$ cat src/rtl/mem_arbiter_if.sv
// Bus bundle between the I/D cache refill paths, the arbiter and the memory port.
//   slave  : arbiter view (takes requests and mem_data_out, drives grants/done/rdata/mem_*)
//   master : requester/memory view (the opposite directions)
interface mem_arbiter_if;
  logic              i_req;
  logic [31:0]       i_addr;
  logic              i_gnt;
  logic              i_done;
  logic [31:0]       i_rdata;

  logic              d_req;
  logic              d_we;
  logic [31:0]       d_addr;
  logic [31:0]       d_wdata;
  logic              d_gnt;
  logic              d_done;
  logic [31:0]       d_rdata;

  // Element 0 is the most significant byte (bits 31:24).
  logic [31:0]       mem_addr;
  logic              mem_we;
  logic [0:3][7:0]   mem_data_in;
  logic [0:3][7:0]   mem_data_out;

  modport slave (
    input  i_req, i_addr, d_req, d_we, d_addr, d_wdata, mem_data_out,
    output i_gnt, i_done, i_rdata, d_gnt, d_done, d_rdata,
           mem_addr, mem_we, mem_data_in
  );

  modport master (
    output i_req, i_addr, d_req, d_we, d_addr, d_wdata, mem_data_out,
    input  i_gnt, i_done, i_rdata, d_gnt, d_done, d_rdata,
           mem_addr, mem_we, mem_data_in
  );
endinterface

$ cat src/rtl/mem_arbiter.sv
// Two-port arbiter/sequencer for the shared main-memory port.
// Port I (read-only instruction refill) and port D (data refill/write-back)
// are served one at a time; address, we and write data are held for the fixed
// memory latency, read data is captured at the end and a one-cycle done pulse
// is issued.
//   clk   : clock, all state changes on posedge
//   reset : asynchronous, active-low
//   bus   : mem_arbiter_if.slave (request/grant/done/rdata per port, memory port)
module mem_arbiter #(
  parameter int unsigned READ_LAT  = 4,
  parameter int unsigned WRITE_LAT = 5,
  parameter int unsigned CNT_W     = 4
) (
  input  logic          clk,
  input  logic          reset,
  mem_arbiter_if.slave  bus
);

  // Counter value seen on the cycle before the completing edge.
  localparam logic [CNT_W-1:0] RD_LAST = CNT_W'(READ_LAT - 1);
  localparam logic [CNT_W-1:0] WR_LAST = CNT_W'(WRITE_LAT - 1);

  typedef enum logic [1:0] {
    IDLE   = 2'd0,
    BUSY_I = 2'd1,
    BUSY_D = 2'd2,
    DONE   = 2'd3
  } state_t;

  state_t           state;
  logic [CNT_W-1:0] cnt;
  logic             last_d;       // 1 = last grant went to D, 0 = to I

  logic             pick_d_c;
  logic             last_beat_c;

  // Round-robin pick: D wins alone, or on a tie when I was granted last.
  // A D write is the only case where mem_we is high, so it selects the latency.
  always_comb begin
    pick_d_c    = bus.d_req && (!bus.i_req || !last_d);
    last_beat_c = bus.mem_we ? (cnt == WR_LAST) : (cnt == RD_LAST);
  end

  // Sequencer with all outputs registered.
  always_ff @(posedge clk or negedge reset) begin
    if (!reset) begin
      state           <= IDLE;
      cnt             <= '0;
      last_d          <= 1'b0;
      bus.i_gnt       <= 1'b0;
      bus.i_done      <= 1'b0;
      bus.i_rdata     <= '0;
      bus.d_gnt       <= 1'b0;
      bus.d_done      <= 1'b0;
      bus.d_rdata     <= '0;
      bus.mem_addr    <= '0;
      bus.mem_we      <= 1'b0;
      bus.mem_data_in <= '0;
    end else begin
      bus.i_done <= 1'b0;
      bus.d_done <= 1'b0;
      unique case (state)
        IDLE: begin
          if (pick_d_c) begin
            state           <= BUSY_D;
            cnt             <= '0;
            last_d          <= 1'b1;
            bus.d_gnt       <= 1'b1;
            bus.mem_addr    <= bus.d_addr;
            bus.mem_we      <= bus.d_we;
            bus.mem_data_in <= bus.d_wdata;
          end else if (bus.i_req) begin
            state        <= BUSY_I;
            cnt          <= '0;
            last_d       <= 1'b0;
            bus.i_gnt    <= 1'b1;
            bus.mem_addr <= bus.i_addr;
            bus.mem_we   <= 1'b0;
          end
        end
        BUSY_I, BUSY_D: begin
          cnt <= cnt + CNT_W'(1);
          if (last_beat_c) begin
            state      <= DONE;
            bus.i_gnt  <= 1'b0;
            bus.d_gnt  <= 1'b0;
            bus.mem_we <= 1'b0;
            if (state == BUSY_I) begin
              bus.i_done  <= 1'b1;
              bus.i_rdata <= bus.mem_data_out;
            end else begin
              bus.d_done <= 1'b1;
              // Writes leave the last read result untouched.
              if (!bus.mem_we) begin
                bus.d_rdata <= bus.mem_data_out;
              end
            end
          end
        end
        DONE: begin
          // Requests are not sampled here; the requester drops req this cycle.
          state <= IDLE;
        end
        default: state <= IDLE;
      endcase
    end
  end

endmodule

$ cat src/flat_wrapper.sv
// flat-port wrapper written by rule: the top's interface ports become plain ports
module mem_arbiter_flat 
#(
  parameter int unsigned READ_LAT  = 4,
  parameter int unsigned WRITE_LAT = 5,
  parameter int unsigned CNT_W     = 4
)
  (clk, reset, bus_i_req, bus_i_addr, bus_d_req, bus_d_we, bus_d_addr, bus_d_wdata, bus_mem_data_out, bus_i_gnt, bus_i_done, bus_i_rdata, bus_d_gnt, bus_d_done, bus_d_rdata, bus_mem_addr, bus_mem_we, bus_mem_data_in);
  mem_arbiter_if bus_i ();
  input  logic clk;
  input  logic reset;
  input wire logic [$bits(bus_i.i_req)-1:0] bus_i_req;
  input wire logic [$bits(bus_i.i_addr)-1:0] bus_i_addr;
  input wire logic [$bits(bus_i.d_req)-1:0] bus_d_req;
  input wire logic [$bits(bus_i.d_we)-1:0] bus_d_we;
  input wire logic [$bits(bus_i.d_addr)-1:0] bus_d_addr;
  input wire logic [$bits(bus_i.d_wdata)-1:0] bus_d_wdata;
  input wire logic [$bits(bus_i.mem_data_out)-1:0] bus_mem_data_out;
  output wire logic [$bits(bus_i.i_gnt)-1:0] bus_i_gnt;
  output wire logic [$bits(bus_i.i_done)-1:0] bus_i_done;
  output wire logic [$bits(bus_i.i_rdata)-1:0] bus_i_rdata;
  output wire logic [$bits(bus_i.d_gnt)-1:0] bus_d_gnt;
  output wire logic [$bits(bus_i.d_done)-1:0] bus_d_done;
  output wire logic [$bits(bus_i.d_rdata)-1:0] bus_d_rdata;
  output wire logic [$bits(bus_i.mem_addr)-1:0] bus_mem_addr;
  output wire logic [$bits(bus_i.mem_we)-1:0] bus_mem_we;
  output wire logic [$bits(bus_i.mem_data_in)-1:0] bus_mem_data_in;
  assign bus_i.i_req = bus_i_req;
  assign bus_i.i_addr = bus_i_addr;
  assign bus_i.d_req = bus_d_req;
  assign bus_i.d_we = bus_d_we;
  assign bus_i.d_addr = bus_d_addr;
  assign bus_i.d_wdata = bus_d_wdata;
  assign bus_i.mem_data_out = bus_mem_data_out;
  assign bus_i_gnt = bus_i.i_gnt;
  assign bus_i_done = bus_i.i_done;
  assign bus_i_rdata = bus_i.i_rdata;
  assign bus_d_gnt = bus_i.d_gnt;
  assign bus_d_done = bus_i.d_done;
  assign bus_d_rdata = bus_i.d_rdata;
  assign bus_mem_addr = bus_i.mem_addr;
  assign bus_mem_we = bus_i.mem_we;
  assign bus_mem_data_in = bus_i.mem_data_in;
  mem_arbiter #(.READ_LAT(READ_LAT), .WRITE_LAT(WRITE_LAT), .CNT_W(CNT_W)) u_core (.clk(clk), .reset(reset), .bus(bus_i));
endmodule
$ cat config.mk
export PLATFORM = sky130hd
export DESIGN_NAME = mem_arbiter_flat
export DESIGN_NICKNAME = d
export VERILOG_FILES = /design/src/rtl/mem_arbiter_if.sv /design/src/rtl/mem_arbiter.sv /design/src/flat_wrapper.sv
export SDC_FILE = /design/constraint.sdc
export NUM_CORES = 1
export LEC_CHECK = 0
export ABC_CLOCK_PERIOD_IN_PS = 3400
export CORE_UTILIZATION = 35
export CTS_CLUSTER_DIAMETER = 40
export CTS_CLUSTER_SIZE = 25
export DETAILED_ROUTE_END_ITERATION = 16
export GPL_TIMING_DRIVEN = 1
export HOLD_SLACK_MARGIN = 0.02
export PLACE_DENSITY = 0.7
export SLEW_MARGIN = 20
export SYNTH_ARGS = -nofsm -noshare
export SYNTH_HDL_FRONTEND = slang
export SYNTH_SLANG_ARGS = --single-unit
$ cat constraint.sdc
create_clock -name clk -period 3.4 [get_ports clk]
set_input_delay 0.68 -clock clk [delete_from_list [all_inputs] [get_ports clk]]
set_output_delay 0.68 -clock clk [all_outputs]
set_load 0.01 [all_outputs]
**After elaboration in Yosys (flattened, before gate mapping)**

Index checks and enable logic that the tools add are counted.

- Register bits: 140
- Bits of input ports: 133
- Output and inout port bits: 133
- Word-level logic and storage cells: 71

- Add/subtract/negate cells: 1
- Equal/unequal tests: 10
- Multiplexer cells: 26
- Bitwise logic cells: 2
- Reductions and logical operators: 17

Operator list:

| kind | count |
|---|---|
| 32-bit 2-to-1 mux | 2 |
| 1-bit 2-to-1 mux | 14 |
| 3-bit AND reduction | 3 |
| 4-bit 2-to-1 mux | 2 |
| 4-bit case mux with 2 select lines | 1 |
| 2-bit AND reduction | 4 |
| 4-bit AND reduction | 2 |
| 2-bit 2-to-1 mux | 3 |
| 1-bit case mux with 2 select lines | 3 |
| 2-bit case mux with 3 select lines | 1 |
| 4-bit by 1-bit adder with 4-bit output (second input constant) | 1 |
| 2-bit == test (second input constant) | 2 |
| 4-bit by 2-bit == test with 1-bit output (second input constant) | 1 |
| 4-bit by 3-bit == test with 1-bit output (second input constant) | 1 |
| 2-bit by 1-bit inequality test with 1-bit output (second input constant) | 2 |
| 2-bit inequality test (second input constant) | 2 |
| 2-bit nonzero test | 2 |
| 3-bit by 2-bit inequality test with 1-bit output (second input constant) | 1 |
| 2-bit by 1-bit == test with 1-bit output (second input constant) | 1 |
| 1-bit logical NOT | 2 |
| 2-bit logical NOT | 1 |
| 1-bit inverter | 2 |
| 2-bit OR reduction | 1 |
| 1-bit logical AND | 1 |
| 1-bit logical OR | 1 |

**Depth between registers and ports, before layout**

Gate-level depths: netlist of run 1.

- Depth in word-level cells: 5
- Depth in mapped cells: 7
- Mapped depth without buffers: 6

**Least setup slack after synthesis of run 1**

OpenSTA, ideal clock, no wires.

- Path type: register to register
- Start point: reg u_core.state[0]
- End point: reg u_core.bus.d_rdata[10]
- Data arrival time: 1.897 ns
- Required time: 3.273 ns
- Slack: 1.376 ns
- Stages on the path, launching flop included: 8
- Path buffers: 2
- Period minus slack after synthesis: 2.024 ns
- Cell sequence: dfrtp_1 inv_1 ha_1 inv_1 or4_1 buf_2 buf_6 mux2_1

- Word-level cells in the longest chain between the ends: 3
- Elaborated cells between the ends (all ways): 5
- Classes of those cells: eq/ne (2); bitwise (1); reduce/logical (2)

RTL lines:

| item | line | source |
|---|---|---|
| start: declaration | mem_arbiter.sv:30 | `state_t state;` |
| start signal: assignment | mem_arbiter.sv:47 | `state <= IDLE;` |
| start signal: assignment | mem_arbiter.sv:65 | `state <= BUSY_D;` |
| start signal: assignment | mem_arbiter.sv:73 | `state <= BUSY_I;` |
| 2-bit == test / 2-bit by 1-bit == test with 1-bit output (equally long branches) | mem_arbiter.sv:62, mem_arbiter.sv:88 |  |
| 2-bit OR reduction / 1-bit inverter (equally long branches) | n/a |  |
| 4-bit AND reduction (no source line) (*) | n/a |  |
| end signal: assignment | mem_arbiter.sv:95 | `bus.d_rdata <= bus.mem_data_out;` |
| end: declaration | mem_arbiter_if.sv:27 | `output i_gnt, i_done, i_rdata, d_gnt, d_done, d_rdata,` |

Mark *: on every way between the ends. The rest lies on a longest branch, timed or not.
A chain may end at the register's enable or synchronous reset.

**Worst setup path in the final report of run 1**

- Start point: reg u_core.state[0]
- End point: reg u_core.bus.d_rdata[26]

The elaborated chain is that of the path after synthesis.

==> results of run 1 <==
worst paths after layout:
kind | from | endpoint | cells past startpoint
max in group asynchronous | reset | u_core.bus.i_rdata[27] | 2
min in group clk | u_core.bus.mem_addr[5] | u_core.bus.mem_addr[5] | 2
setup reg to reg | u_core.state[0] | u_core.bus.d_rdata[26] | 6
hold / removal | reset | u_core.bus.mem_data_in[3] | 1
setup / recovery | u_core.state[0] | u_core.bus.d_rdata[26] | 6
hold reg to reg | u_core.bus.mem_addr[5] | u_core.bus.mem_addr[5] | 2
metrics by stage:
| step | power (mW) | cell area, sq um | hold WS [ps] |
|---|---|---|---|
| after global placement | 6.466 | 8593 | 464.1 |
| after CTS | 8.574 | 9215 | 223.9 |
| final | 8.446 | 9215 | 210.0 |
| after detailed placement | 6.609 | 8593 | 469.2 |
| after global routing | 8.965 | 9215 | 247.0 |
| after floorplan | 4.450 | 5678 | 384.4 |
final cells by class:
type / instances / area, sq um / area share [%]
clock buffers: 23 / 488.0 / 5.295
clock inverters: 9 / 133.9 / 1.453
inverters: 4 / 15.01 / 0.1629
multi-input cells: 247 / 2061 / 22.36
flip-flops and latches: 140 / 3503 / 38.02
well taps: 216 / 270.3 / 2.933
repair buffers: 272 / 2744 / 29.78
sequential cells by signal, summed over array words and instances (netlist names), 2 cells and up:
name	count
u_core.state	2
u_core.bus.d_rdata	32
u_core.cnt	4
u_core.bus.mem_data_in	32
u_core.bus.mem_addr	32
u_core.bus.i_rdata	32
power breakdown:
group / switching, mW / internal, mW / leakage [nW]
clock: 0.687 / 1.24 / 0.304
combinational: 1.47 / 2.12 / 2.00
sequential: 0.440 / 2.50 / 1.67
total: 2.60 / 5.85 / 3.97
cells in the final DEF (no fill, tap or decap), drive strengths merged, types with 3 or more instances in the layout:
master,Yosys,layout
clkdlybuf4s50,0,264
buf,11,8
nand2,41,41
nand3,3,3
clkbuf,11,23
clkinv,0,4
bufinv,0,3
a21oi,5,5
mux2i,32,32
dfrtp,140,140
o31ai,3,3
inv,4,5
ha,6,6
mux2,96,96
o21ai,38,38
logic make-up (layout without fill, tap and decap cells):
kind of cell | after synthesis | count (layout) | share of synthesized area, %
AOI/OAI and AO/OA | 56 | 56 | 5.553
DFF | 140 | 140 | 61.70
adders and majority gates | 6 | 6 | 1.322
muxes | 128 | 128 | 24.68
and+or+nand+nor | 57 | 57 | 4.540
buffers and inverters | 26 | 308 | 2.203
critical path: stages (launching register included):
cell and delay (ps):
sky130_fd_sc_hd__dfrtp_1 420, sky130_fd_sc_hd__inv_1 90, sky130_fd_sc_hd__ha_1 470, sky130_fd_sc_hd__inv_1 150, sky130_fd_sc_hd__or4_1 820, sky130_fd_sc_hd__buf_12 280
sky130_fd_sc_hd__mux2_1 330
routing by layer:
| metal | up-vias | global-route usage [%] | routed length, um |
|---|---|---|---|
| li1 | 2003 | - | - |
| met1 | 2007 | 18.60 | 5525 |
| met2 | 164 | 31.28 | 7462 |
| met3 | 14 | 6.441 | 1160 |
| met4 | 0 | 6.505 | 210 |
| met5 | - | 0 | 0 |
==> impl_metrics.prom, run 1 <==
# TYPE chip_impl_metric gauge
chip_impl_info{name="run_status",value="complete, no violations"} 1
chip_impl_metric{name="h-tree-depth",unit=""} 4
chip_impl_metric{name="finalCritPeriodShare",unit="%"} 79.56
chip_impl_metric{name="drt_wl_total",unit="mm"} 14.36
chip_impl_metric{name="area_growth_from_synthesis_to_final_layout",unit="%"} 62.30
chip_impl_metric{name="wl_per_cell",unit="um"} 15.76
chip_impl_metric{name="finish.cell_count_without_fillers",unit=""} 911
chip_impl_info{name="leading_cell_types_by_count_after_synthesis",value="140 x sky130_fd_sc_hd__dfrtp_1, 61 x sky130_fd_sc_hd__mux2_1, 41 x sky130_fd_sc_hd__nand2_1"} 1
chip_impl_metric{name="grt_remaining_overflow",unit=""} 0
chip_impl_metric{name="syn_inst",unit=""} 413
chip_impl_metric{name="grtUsageTotal",unit="%"} 17.42
chip_impl_metric{name="cts-root-to-sink-buffers",unit=""} 2
chip_impl_metric{name="maximum_vdd_drop",unit="mV"} 0.4109
chip_impl_metric{name="totalNegativeSetupSlack",unit="ps"} 0
chip_impl_metric{name="start_util",unit="%"} 35.74
chip_impl_metric{name="clock_sink_count",unit=""} 140
chip_impl_metric{name="synth_warnings",unit=""} 0
chip_impl_info{name="synth_top_area_cell",value="sky130_fd_sc_hd__dfrtp_1"} 1
chip_impl_metric{name="core-area",unit="sq um"} 15890
chip_impl_metric{name="ys_async_sr_fraction",unit="%"} 100.0
chip_impl_metric{name="final_layout_net_count",unit=""} 821
chip_impl_metric{name="total_cts_buffers",unit=""} 17
chip_impl_metric{name="routed_vias",unit=""} 4188
chip_impl_metric{name="number_of_placed_i_o_pins",unit=""} 266
chip_impl_metric{name="placement.setup.worst_slack",unit="ps"} 690.6
chip_impl_metric{name="floorplan.die_area",unit="sq um"} 16740
chip_impl_info{name="yosysMostFrequentCell",value="sky130_fd_sc_hd__dfrtp_1"} 1
chip_impl_info{name="buffer_type_at_the_clock_tree_root",value="sky130_fd_sc_hd__clkbuf_16"} 1
chip_impl_info{name="worstSetupEndpointType",value="flop"} 1
chip_impl_metric{name="avgSynthCellArea",unit="sq um"} 13.75
chip_impl_metric{name="p_leak",unit="nW"} 3.970
chip_impl_metric{name="measured_slew_at_the_worst_slew_check_pin",unit="ps"} 572.7
chip_impl_metric{name="clk_transition_reported_paths",unit="ps"} 60
chip_impl_metric{name="critical_path_peak_fanout",unit=""} 23
chip_impl_metric{name="synth_seq_area_share",unit="%"} 61.70
chip_impl_info{name="timing.critical_path.from_type",value="flop"} 1
chip_impl_metric{name="drt_iter0_drcs",unit=""} 113
chip_impl_metric{name="worstSkewPairLatency",unit="ps"} 410
chip_impl_metric{name="detailedPlacementHpwl",unit="mm"} 10.73
chip_impl_metric{name="io_buffer_count",unit=""} 265
chip_impl_metric{name="critPathRequiredTime",unit="ps"} 3680
chip_impl_metric{name="drive_above_1_share",unit="%"} 10.79
chip_impl_metric{name="timing.final.setup_violations",unit=""} 0
chip_impl_metric{name="synth_enable_flop_cells",unit=""} 0
chip_impl_metric{name="timing_hold_violations_final",unit=""} 0
chip_impl_metric{name="antennaDiodeCount",unit=""} 0
chip_impl_metric{name="slew-limit-headroom",unit="%"} 61.82
chip_impl_metric{name="cap_violations",unit=""} 0
chip_impl_metric{name="ys_types",unit=""} 36
chip_impl_metric{name="post_cts_buffers",unit=""} 0
chip_impl_metric{name="ctsHoldBuffers",unit=""} 0
chip_impl_info{name="synthFlopType",value="sky130_fd_sc_hd__dfrtp_1"} 1
chip_impl_metric{name="rows",unit=""} 46
chip_impl_info{name="cts_tree",value="done"} 1
chip_impl_metric{name="grt_start_max_net_pins",unit=""} 66
chip_impl_metric{name="timing.fmax",unit="GHz"} 0.3697
chip_impl_metric{name="setup_ws",unit="ps"} 695.0
chip_impl_info{name="rsz0062_at_grt",value="false"} 1
chip_impl_metric{name="power.density",unit="nW/um^2"} 916.5
chip_impl_info{name="worst-setup-path-type",value="flop to flop"} 1
chip_impl_metric{name="fp.dieH",unit="um"} 129.4
chip_impl_metric{name="cts_resized",unit=""} 0
chip_impl_metric{name="gp_congestion",unit=""} 0.7333
chip_impl_metric{name="grt_pass1_vias",unit=""} 4441
chip_impl_metric{name="detailedRoute.firstPassIterationCount",unit=""} 4
chip_impl_metric{name="clock_skew_after_layout",unit="ps"} 8.778
chip_impl_info{name="hold_path_class",value="primary input to async pin"} 1
chip_impl_info{name="synth_area_leaders",value="sky130_fd_sc_hd__dfrtp_1 62%, sky130_fd_sc_hd__mux2_1 12%, sky130_fd_sc_hd__mux2_2 6.9%"} 1
chip_impl_metric{name="finalMaxSlewViolations",unit=""} 0
chip_impl_metric{name="critPathArrivalTime",unit="ps"} 2990
chip_impl_metric{name="numPlacedInstances",unit=""} 879
chip_impl_metric{name="final_period_minus_worst_setup_slack",unit="ps"} 2705
chip_impl_metric{name="ys_seq_elements",unit=""} 140
chip_impl_metric{name="post_synthesis_net_count",unit=""} 552
chip_impl_metric{name="initial_antenna_violation_count",unit=""} 0
chip_impl_metric{name="syn_area",unit="sq um"} 5678
chip_impl_metric{name="worst-r2r-setup-slack",unit="ps"} 700
chip_impl_metric{name="die_width",unit="um"} 129.4
chip_impl_metric{name="wire_length_of_the_first_global_routing_pass",unit="mm"} 22.22
chip_impl_metric{name="route.detailed.vias_per_inst",unit=""} 4.597
chip_impl_metric{name="layout.core_utilization",unit="%"} 58.01
chip_impl_metric{name="route.antenna.remaining_nets",unit=""} 0
chip_impl_metric{name="drc",unit=""} 0
chip_impl_metric{name="filler_cell_count",unit=""} 1339
chip_impl_metric{name="synth.top_cell.area_share",unit="%"} 61.70
(Power assumes the default switching activity.)
==> run 2: changes to the inputs <==
--- a/config.mk
+++ b/config.mk
@@ -5,7 +5,7 @@
 export SDC_FILE = /design/constraint.sdc
 export NUM_CORES = 1
 export LEC_CHECK = 0
-export ABC_CLOCK_PERIOD_IN_PS = 3400
+export ABC_CLOCK_PERIOD_IN_PS = 2500
 export CORE_UTILIZATION = 35
 export CTS_CLUSTER_DIAMETER = 40
 export CTS_CLUSTER_SIZE = 25
==> constraint.sdc (replaced) <==
create_clock -name clk -period 2.5 [get_ports clk]
set_input_delay 0.5 -clock clk [delete_from_list [all_inputs] [get_ports clk]]
set_output_delay 0.5 -clock clk [all_outputs]
set_load 0.01 [all_outputs]
==> run 2 against run 1 <==
  * Sequential cell count unchanged
  * Clock power up 41%
  * Utilization is 0.32 points higher
  * Sequential share of layout area is 0.21 points lower
  * Total power up 38%
==> impl_metrics.prom, run 2 (synthesis gave the netlist of run 1 again) <==
# TYPE chip_impl_metric gauge
chip_impl_metric{name="net-switching-power",unit="mW"} 3.574
chip_impl_metric{name="floorplan.die_area",unit="sq um"} 16740
chip_impl_metric{name="grt_use_met1",unit="%"} 20.16
chip_impl_metric{name="h-tree-depth",unit=""} 4
chip_impl_metric{name="grtUsageTotal",unit="%"} 17.82
chip_impl_metric{name="power.density",unit="nW/um^2"} 1259
chip_impl_metric{name="timing.fmax",unit="GHz"} 0.4427
chip_impl_metric{name="share_clk_of_total_power",unit="%"} 23.3
chip_impl_metric{name="io_buffer_count",unit=""} 265
chip_impl_info{name="grt-busiest-layer",value="met2"} 1
chip_impl_info{name="worst-setup-path-type",value="flop to flop"} 1
chip_impl_metric{name="critPathArrivalTime",unit="ps"} 2550
chip_impl_metric{name="worst-r2r-setup-slack",unit="ps"} 240
chip_impl_metric{name="start_util",unit="%"} 35.74
chip_impl_metric{name="drive_above_1_share",unit="%"} 11.19
chip_impl_metric{name="seqCellArea",unit="sq um"} 3503
chip_impl_metric{name="final_period_minus_worst_setup_slack",unit="ps"} 2259
chip_impl_metric{name="cts-root-to-sink-buffers",unit=""} 2
chip_impl_metric{name="core-area",unit="sq um"} 15890
chip_impl_metric{name="r2r.worst_path.cells",unit=""} 6
chip_impl_metric{name="finish.cell_count_without_fillers",unit=""} 913
chip_impl_metric{name="setup_ws",unit="ps"} 241.3
chip_impl_metric{name="totalNegativeSetupSlack",unit="ps"} 0
chip_impl_metric{name="clk_transition_reported_paths",unit="ps"} 60
chip_impl_metric{name="initial_antenna_violation_count",unit=""} 0
chip_impl_metric{name="worstSkewPairLatency",unit="ps"} 420
chip_impl_metric{name="placement.setup.worst_slack",unit="ps"} 191.8
chip_impl_metric{name="wire_length_of_the_first_global_routing_pass",unit="mm"} 22.56
chip_impl_info{name="cts_tree",value="done"} 1
chip_impl_metric{name="power.share.combinational",unit="%"} 42.4
chip_impl_metric{name="clock_sink_count",unit=""} 140
chip_impl_metric{name="clock_skew_after_layout",unit="ps"} 8.025
chip_impl_metric{name="p_leak",unit="nW"} 3.996
chip_impl_info{name="buffer_type_at_the_clock_tree_root",value="sky130_fd_sc_hd__clkbuf_16"} 1
chip_impl_metric{name="power.share.sequential",unit="%"} 34.3
chip_impl_metric{name="gr-usage-met3",unit="%"} 7.391
chip_impl_metric{name="timing_hold_violations_final",unit=""} 0
chip_impl_metric{name="detailedPlacementHpwl",unit="mm"} 10.58
chip_impl_metric{name="filler_cell_count",unit=""} 1303
chip_impl_metric{name="cts_resized",unit=""} 0
chip_impl_info{name="hold_path_class",value="primary input to async pin"} 1
chip_impl_metric{name="critical_path_peak_fanout",unit=""} 32
chip_impl_info{name="mostFrequentLayoutCells",value="264 x sky130_fd_sc_hd__clkdlybuf4s50_1, 140 x sky130_fd_sc_hd__dfrtp_1, 61 x sky130_fd_sc_hd__mux2_1, 41 x sky130_fd_sc_hd__nand2_1, 35 x sky130_fd_sc_hd__mux2_2"} 1
chip_impl_metric{name="die_width",unit="um"} 129.4
chip_impl_metric{name="area_growth_from_synthesis_to_final_layout",unit="%"} 63.18
chip_impl_metric{name="grt_pass1_vias",unit=""} 4464
chip_impl_metric{name="finalHoldWorstSlack",unit="ps"} 54.95
chip_impl_metric{name="slew-limit-headroom",unit="%"} 60.60
chip_impl_metric{name="final_layout_net_count",unit=""} 823
chip_impl_info{name="critical_path.reg2reg.startpoint",value="u_core.state[0]"} 1
chip_impl_metric{name="total_power",unit="mW"} 11.66
chip_impl_metric{name="number_of_placed_i_o_pins",unit=""} 266
chip_impl_metric{name="timing.final.setup_violations",unit=""} 0
chip_impl_metric{name="route.antenna.remaining_nets",unit=""} 0
chip_impl_metric{name="detailedRoute.firstPassIterationCount",unit=""} 4
chip_impl_metric{name="antennaDiodeCount",unit=""} 0
chip_impl_info{name="destination_of_the_worst_register_to_register_timing_path",value="u_core.bus.d_rdata[23]"} 1
chip_impl_metric{name="multiInputGateArea",unit="sq um"} 2061
chip_impl_info{name="timing.critical_path.from_type",value="flop"} 1
chip_impl_info{name="run_status",value="complete, no violations"} 1
chip_impl_metric{name="finalCritPeriodShare",unit="%"} 90.35
chip_impl_metric{name="grt_remaining_overflow",unit=""} 0
chip_impl_metric{name="drt_iter0_drcs",unit=""} 91
chip_impl_info{name="rsz0062_at_grt",value="false"} 1
chip_impl_metric{name="gp_congestion",unit=""} 0.7450
chip_impl_metric{name="grt_start_max_net_pins",unit=""} 66
chip_impl_metric{name="wl_per_cell",unit="um"} 15.65
chip_impl_metric{name="critPathRequiredTime",unit="ps"} 2790
chip_impl_metric{name="measured_slew_at_the_worst_slew_check_pin",unit="ps"} 589.7
chip_impl_metric{name="layout.core_utilization",unit="%"} 58.33
chip_impl_metric{name="finalInstanceArea",unit="sq um"} 9265
chip_impl_metric{name="intPower",unit="mW"} 8.089
chip_impl_metric{name="numPlacedInstances",unit=""} 881
chip_impl_info{name="worst_setup_path_startpoint",value="u_core.state[0]"} 1
chip_impl_metric{name="maximum_vdd_drop",unit="mV"} 0.5401
chip_impl_metric{name="grt_use_met2",unit="%"} 30.01
chip_impl_metric{name="switching_share",unit="%"} 30.64
chip_impl_metric{name="ctsHoldBuffers",unit=""} 0
chip_impl_metric{name="routed_vias",unit=""} 4243
chip_impl_metric{name="total_cts_buffers",unit=""} 17
chip_impl_metric{name="rows",unit=""} 46
chip_impl_metric{name="dpl-instance-area",unit="sq um"} 8621
chip_impl_metric{name="cap_violations",unit=""} 0
chip_impl_metric{name="finalMaxSlewViolations",unit=""} 0
chip_impl_metric{name="route.detailed.vias_per_inst",unit=""} 4.647
chip_impl_info{name="layout.cells.most_common",value="sky130_fd_sc_hd__clkdlybuf4s50_1"} 1
chip_impl_metric{name="post_cts_buffers",unit=""} 0
chip_impl_metric{name="fp.dieH",unit="um"} 129.4
chip_impl_metric{name="drt_wl_total",unit="mm"} 14.29
chip_impl_metric{name="drc",unit=""} 0
chip_impl_info{name="worstSetupEndpointType",value="flop"} 1
run 2: per-layer routing:
metal / routed length, um / vias up
met1: 5567 / 2055
met5: 0 / -
met3: 1296 / 17
li1: - / 2002
met4: 212 / 0
met2: 7216 / 169
run 2: how the worst max path moves through the flow:
stage / depth (start not counted) / slack, ps / end
after detailed placement: 5 / 190 / u_core.bus.mem_data_in[20]
after floorplan: 7 / 480 / u_core.bus.d_rdata[10]
after CTS: 6 / 240 / u_core.bus.d_rdata[18]
after global placement: 5 / 300 / u_core.bus.mem_data_in[13]
after global routing: 6 / 150 / u_core.bus.d_rdata[18]
final: 6 / 240 / u_core.bus.d_rdata[23]
run 2: worst max-delay path, cell delays in order, from the launching register on:
cell,delay [ps]
sky130_fd_sc_hd__dfrtp_1,430
sky130_fd_sc_hd__inv_1,90
sky130_fd_sc_hd__ha_1,310
sky130_fd_sc_hd__inv_1,100
sky130_fd_sc_hd__or4_1,520
sky130_fd_sc_hd__buf_4,300
sky130_fd_sc_hd__mux2_1,380
run 2: final cells by class:
class / instances / share of cell area (%)
Clock buffer: 22 / 5.226
Clock inverter: 10 / 1.729
Inverter: 4 / 0.1621
Multi-Input combinational cell: 247 / 22.24
Sequential cell: 140 / 37.81
Tap cell: 216 / 2.917
Timing Repair Buffer: 274 / 29.91
run 2: power by group through the flow:
| stage | Sequential, mW | Clock, mW | Combinational [mW] |
|---|---|---|---|
| after floorplan | 4.48 | 0 | 1.57 |
| final | 4.00 | 2.71 | 4.95 |
| after global routing | 4.16 | 2.89 | 5.35 |
| after detailed placement | 4.05 | 0 | 5.00 |
| after CTS | 4.02 | 2.77 | 5.02 |
| after global placement | 3.97 | 0 | 4.87 |
